### src/rtl/hwag_cfg_seq.sv
// hwag_cfg_seq: boot-time init-table loader and single master of the hwag register bus.
// Define HWAG_CFG_VERIFY_EN to compile in the read-back verify pass (cfg_err/err_addr).
module hwag_cfg_seq #(
  parameter int ROM_AW = 7
) (
  input  logic              clk,
  input  logic              rst,
  input  logic              reload,
  output logic [ROM_AW-1:0] rom_addr,
  output logic              rom_re,
  input  logic [23:0]       rom_data,
  output logic [7:0]        bus_addr,
  output logic [15:0]       bus_wdata,
  output logic              bus_we,
  output logic              bus_re,
  input  logic [15:0]       bus_rdata,
  input  logic              host_req,
  input  logic              host_we,
  input  logic [7:0]        host_addr,
  input  logic [15:0]       host_wdata,
  output logic              host_ack,
  output logic [15:0]       host_rdata,
  output logic              cfg_busy,
  output logic              cfg_done,
  output logic              cfg_err,
  output logic [7:0]        err_addr
);
  typedef enum logic [3:0] {
    FETCH, WAIT, WRITE,
`ifdef HWAG_CFG_VERIFY_EN
    VFETCH, VWAIT, VREAD, VCMP,
`endif
    READY, HREQ, HACK
  } state_t;
`ifdef HWAG_CFG_VERIFY_EN
  localparam state_t WR_END = VFETCH;
`else
  localparam state_t WR_END = READY;
`endif
  state_t            state_q, state_d;
  logic [ROM_AW-1:0] idx_q, idx_d;
  logic [7:0]        ent_addr_q, ent_addr_d, h_addr_q, h_addr_d;
  logic [15:0]       ent_data_q, ent_data_d, h_wdata_q, h_wdata_d;
  logic              h_we_q, h_we_d, rl_pend_q, rl_pend_d;
  logic              term, last, in_host, restart, in_vfetch, in_vread;
  assign term    = rom_data[23:16] == 8'hFF;
  assign last    = &idx_q;
  assign in_host = (state_q == HREQ) || (state_q == HACK);
  // a reload seen during a host transaction is held until HACK so the host always gets its ack
  assign restart = (reload && !in_host) || ((state_q == HACK) && (reload || rl_pend_q));
`ifdef HWAG_CFG_VERIFY_EN
  assign in_vfetch = state_q == VFETCH;
  assign in_vread  = state_q == VREAD;
`else
  assign in_vfetch = 1'b0;
  assign in_vread  = 1'b0;
`endif

  always_ff @(posedge clk) begin
    if (rst) begin
      state_q    <= FETCH;
      idx_q      <= '0;
      ent_addr_q <= '0;
      ent_data_q <= '0;
      h_we_q     <= 1'b0;
      h_addr_q   <= '0;
      h_wdata_q  <= '0;
      rl_pend_q  <= 1'b0;
    end else begin
      state_q    <= state_d;
      idx_q      <= idx_d;
      ent_addr_q <= ent_addr_d;
      ent_data_q <= ent_data_d;
      h_we_q     <= h_we_d;
      h_addr_q   <= h_addr_d;
      h_wdata_q  <= h_wdata_d;
      rl_pend_q  <= rl_pend_d;
    end
  end

  // WRITE also fetches the next entry, so each table entry costs two cycles
  always_comb begin
    state_d    = state_q;
    idx_d      = idx_q;
    ent_addr_d = ent_addr_q;
    ent_data_d = ent_data_q;
    h_we_d     = h_we_q;
    h_addr_d   = h_addr_q;
    h_wdata_d  = h_wdata_q;
    rl_pend_d  = rl_pend_q;
    case (state_q)
      FETCH: state_d = WAIT;
      WAIT: begin
        state_d    = term ? WR_END : WRITE;
        idx_d      = term ? '0 : idx_q;
        ent_addr_d = rom_data[23:16];
        ent_data_d = rom_data[15:0];
      end
      WRITE: begin
        state_d = last ? WR_END : WAIT;
        idx_d   = idx_q + ROM_AW'(1);
      end
`ifdef HWAG_CFG_VERIFY_EN
      VFETCH: state_d = VWAIT;
      VWAIT: begin
        state_d    = term ? READY : VREAD;
        ent_addr_d = rom_data[23:16];
        ent_data_d = rom_data[15:0];
      end
      VREAD: state_d = VCMP;
      VCMP: begin
        state_d = last ? READY : VFETCH;
        idx_d   = idx_q + ROM_AW'(1);
      end
`endif
      READY: begin
        state_d   = host_req ? HREQ : READY;
        h_we_d    = host_req ? host_we : h_we_q;
        h_addr_d  = host_req ? host_addr : h_addr_q;
        h_wdata_d = host_req ? host_wdata : h_wdata_q;
      end
      HREQ: begin
        state_d   = HACK;
        rl_pend_d = rl_pend_q || reload;
      end
      HACK: state_d = READY;
      default: state_d = FETCH;
    endcase
    if (restart) begin
      state_d   = FETCH;
      idx_d     = '0;
      rl_pend_d = 1'b0;
    end
  end

  always_comb begin
    rom_re     = !rst && ((state_q == FETCH) || ((state_q == WRITE) && !last) || in_vfetch);
    rom_addr   = (state_q == WRITE) ? idx_q + ROM_AW'(1) : idx_q;
    bus_we     = (state_q == WRITE) || ((state_q == HREQ) && h_we_q);
    bus_re     = in_vread || ((state_q == HREQ) && !h_we_q);
    bus_addr   = ((state_q == WRITE) || in_vread) ? ent_addr_q : (state_q == HREQ) ? h_addr_q : 8'h00;
    bus_wdata  = (state_q == WRITE) ? ent_data_q : ((state_q == HREQ) && h_we_q) ? h_wdata_q : 16'h0000;
    host_ack   = state_q == HACK;
    host_rdata = ((state_q == HACK) && !h_we_q) ? bus_rdata : 16'h0000;
    cfg_busy   = !((state_q == READY) || in_host);
    cfg_done   = !cfg_busy;
  end

`ifdef HWAG_CFG_VERIFY_EN
  logic       err_q, err_d, miss;
  logic [7:0] err_addr_q, err_addr_d;
  assign miss = (state_q == VCMP) && (bus_rdata != ent_data_q);
  // err_addr keeps the first mismatch; later ones only keep the sticky flag set
  always_comb begin
    err_d      = restart ? 1'b0 : (err_q || miss);
    err_addr_d = (miss && !err_q) ? ent_addr_q : err_addr_q;
  end
  always_ff @(posedge clk) begin
    if (rst) begin
      err_q      <= 1'b0;
      err_addr_q <= '0;
    end else begin
      err_q      <= err_d;
      err_addr_q <= err_addr_d;
    end
  end
  assign cfg_err  = err_q;
  assign err_addr = err_addr_q;
`else
  assign cfg_err  = 1'b0;
  assign err_addr = 8'h00;
`endif
endmodule

### config.mk
export PLATFORM = sky130hd
export DESIGN_NAME = hwag_cfg_seq
export DESIGN_NICKNAME = d
export VERILOG_FILES = /design/src/rtl/hwag_cfg_seq.sv
export SDC_FILE = /design/constraint.sdc
export NUM_CORES = 1
export LEC_CHECK = 0
export ABC_AREA = 1
export BUFFER_PORTS_ARGS = -buffer_cell sky130_fd_sc_hd__buf_2
export CAP_MARGIN = 20
export CORE_MARGIN = 2
export CORE_UTILIZATION = 50
export DETAILED_ROUTE_END_ITERATION = 6
export MAX_ROUTING_LAYER = met4
export PLACE_DENSITY = 0.84
export SYNTH_ARGS = -nofsm -noshare
export SYNTH_HDL_FRONTEND = slang
export SYNTH_SLANG_ARGS = --single-unit
### constraint.sdc
create_clock -name clk -period 2.8 [get_ports clk]
set_input_delay 0.42 -clock clk [delete_from_list [all_inputs] [get_ports clk]]
set_output_delay 0.42 -clock clk [all_outputs]
set_load 0.02 [all_outputs]
==> impl_metrics.json <==
{
  "hold_viol": 0,
  "fp-row-count": 28,
  "crit_path_top_delay_cell": "inv_1",
  "design_area_sq_um": 3669,
  "gr-usage-met1_pct": 25.16,
  "yosysSeqAreaShare_pct": 40.32,
  "num_vias": 3070,
  "tightest_slew_ps": 537.9,
  "fin_crit_sh_pct": 87.44,
  "areaGrowthSynthToFinish_pct": 23.14,
  "clk_latency_ps": 330,
  "antenna_found_initial": 0,
  "ys_top_cells_by_area": "dfxtp_1 (40%), o21ai_0 (9.2%), nor2_1 (7.6%), a21oi_1 (7.4%), inv_1 (7.3%)",
  "numCtsBuffers": 9,
  "dr.pass1.iters": 5,
  "initial_core_util_pct": 50.92,
  "syn_inst": 426,
  "post-route-util_pct": 62.70,
  "crit_buf_inv": 4,
  "synth.top_cell.area_share_pct": 40.32,
  "dieArea_sq_um": 6592,
  "h-tree-depth": 3,
  "cp-start-kind": "flip-flop",
  "drive_gt1_share_pct": 28.78,
  "hold_buffers": 0,
  "synth.distinct_cells": 26,
  "cts_buffer_depth": 2,
  "yosysWarnings": 0,
  "io_pins": 131,
  "busiest_layer": "met2",
  "grt_pass1_wl_mm": 11.75,
  "met2_usage_pct": 42.40,
  "cts_setup_buffers": 0,
  "postPlaceCellArea_sq_um": 3506,
  "crit_path_end_kind": "primary output",
  "synth_area_sq_um": 2979,
  "dieWidth_microns": 81.19,
  "drt-initial-drc-count": 110,
  "cp_common_cell": "inv_1",
  "setup_viol": 0,
  "status": "completed",
  "max_freq_mhz": 408.4,
  "wire_per_inst_microns": 11.60,
  "hpwl_mm": 5.287,
  "leakage_nw": 1.820,
  "gp_congestion": 0.8504,
  "path_cells": "inv_1, nand3_2, inv_2, ha_1, inv_1, buf_2",
  "p_per_area_nw_per_um2": 467.5,
  "ys_seq_elements": 60,
  "drc_errors": 0,
  "grt_pass1_vias": 2759,
  "syn_avg_cell_area_sq_um": 6.993,
  "post_cts_resized": 0,
  "finalPower_mw": 1.715,
  "slew_headroom_pct": 64.10,
  "critPathKind": "flip-flop to primary output",
  "grt_max_degree": 44,
  "nFillCells": 558,
  "fin_crit_ps": 2448,
  "grt_remaining_overflow": 0,
  "met3_usage_pct": 4.444,
  "hp-class": "input pin to flip-flop",
  "viasPerCell": 4.976,
  "ff_latch_area_sq_um": 1201,
  "crit_path_max_fanout": 24,
  "die_y_microns": 81.19,
  "finClkSkew_ps": 8.513,
  "wl_mm": 7.157,
  "dp_cells": 601,
  "core_sq_um": 5851,
  "clock_sinks": 60,
  "hold_ws_ps": 309.9,
  "multi_input_area_sq_um": 1358,
  "cts_root_buf": "clkbuf_8",
  "peakVddDrop_v": 0.0004091,
  "required_ps": 2380,
  "yosysTopAreaCell": "dfxtp_1",
  "tns_ps": 0,
  "critPathTopFamily": "buffers and inverters",
  "worstPathArrival_ps": 2030,
  "rsz0062_at_grt": "false",
  "timing.final.ws_setup_ps": 351.7,
  "cp_slowest_stage_delay_ps": 360,
  "slew_violations": 0,
  "pre_cts_ws_ps": 691.9,
  "cts_tree": "yes",
  "grt_usage_pct": 23.58,
  "diodes": 0,
  "fin_cells": 617,
  "final_antenna_net_count": 0,
  "io_buffers": 121,
  "clkSlewWorstSetupHoldPaths_ps": 70,
  "nets": 608,
  "drv_cap": 0
}
-- layout by cell type, fill, tap and decap left out, types with 3 or more instances in the layout --
cell / count
clkbuf_1: 4
nor2_4: 3
nand2_2: 3
clkbuf_8: 10
buf_2: 121
inv_1: 58
o21ai_0: 55
nand3_1: 29
nor2_1: 60
o21ai_1: 8
inv_2: 4
conb_1: 9
nor3_1: 3
a21oi_1: 44
dfxtp_1: 60
o21ai_2: 4
nand2_1: 53
-- cells by family after synthesis --
kind of cell	share of synthesized area, %
AND/OR/NAND/NOR	24.19
buffers and inverters	15.12
other	0.1259
adder cells (fa/ha/maj)	0.8398
flip-flops	40.32
AO/OA/AOI/OAI	19.40
-- tightest hold or removal path, delay by kind of cell --
| kind | cells | cell delay, ps |
|---|---|---|
| AND/OR/NAND/NOR | 2 | 110 |
| buffers and inverters | 1 | 70 |
-- path summary, 6_finish.rpt --
path,end,slack [ps],depth (start not counted),startpoint
setup reg to reg,ent_addr_q[6],1110,6,state_q[1]
hold reg to reg,ent_addr_q[3],450,2,ent_addr_q[3]
setup / recovery,rom_addr[0],350,6,state_q[0]
hold / removal,ent_data_q[13],310,3,rom_data[13]
-- report_power, final --
group / switching, mW / internal [mW] / total (mW) / leakage (nW)
sequential: 0.0127 / 0.882 / 0.895 / 0.488
clock: 0.314 / 0.344 / 0.658 / 0.0844
combinational: 0.0999 / 0.0626 / 0.163 / 1.25
-- cell type report --
| cell class | instances | share of cell area [%] |
|---|---|---|
| inverters | 62 | 6.344 |
| repair buffers | 123 | 16.92 |
| flip-flops and latches | 60 | 32.74 |
| well taps | 75 | 2.558 |
| clock buffers | 14 | 4.161 |
| clock inverters | 2 | 0.2729 |
| multi-input cells | 281 | 37.01 |
-- routing by layer --
| metal | part of all wire [%] | up-vias |
|---|---|---|
| li1 | - | 1564 |
| met2 | 50 | 114 |
| met5 | 0 | - |
| met1 | 41 | 1378 |
| met3 | 7.0 | 14 |
| met4 | 1.9 | 0 |
-- cell usage after synthesis --
library cell   n
nand3_2        2
nor3_1         3
or2_2          1
nand2_2        3
nand3_1       29
inv_2          4
nand2_1       53
o21ai_2        4
a21oi_1       44
o21ai_1        8
buf_4         12
buf_1          1
nand3_4        2
conb_1         1
nor2_1        60
ha_1           2
o21bai_1       1
o21ai_0       55
clkbuf_1       6
buf_2          6
nand2_4        2
nor2_4         3
inv_1         58
buf_6          5
buf_8          1
dfxtp_1       60
-- sequential cells by signal, indices dropped and copies added (netlist names) --
signal      count
ent_data_q     16
h_wdata_q      16
ent_addr_q      8
h_addr_q        8
idx_q           7
state_q         3
h_we_q          1
rl_pend_q       1
(Power assumes the default switching activity.)
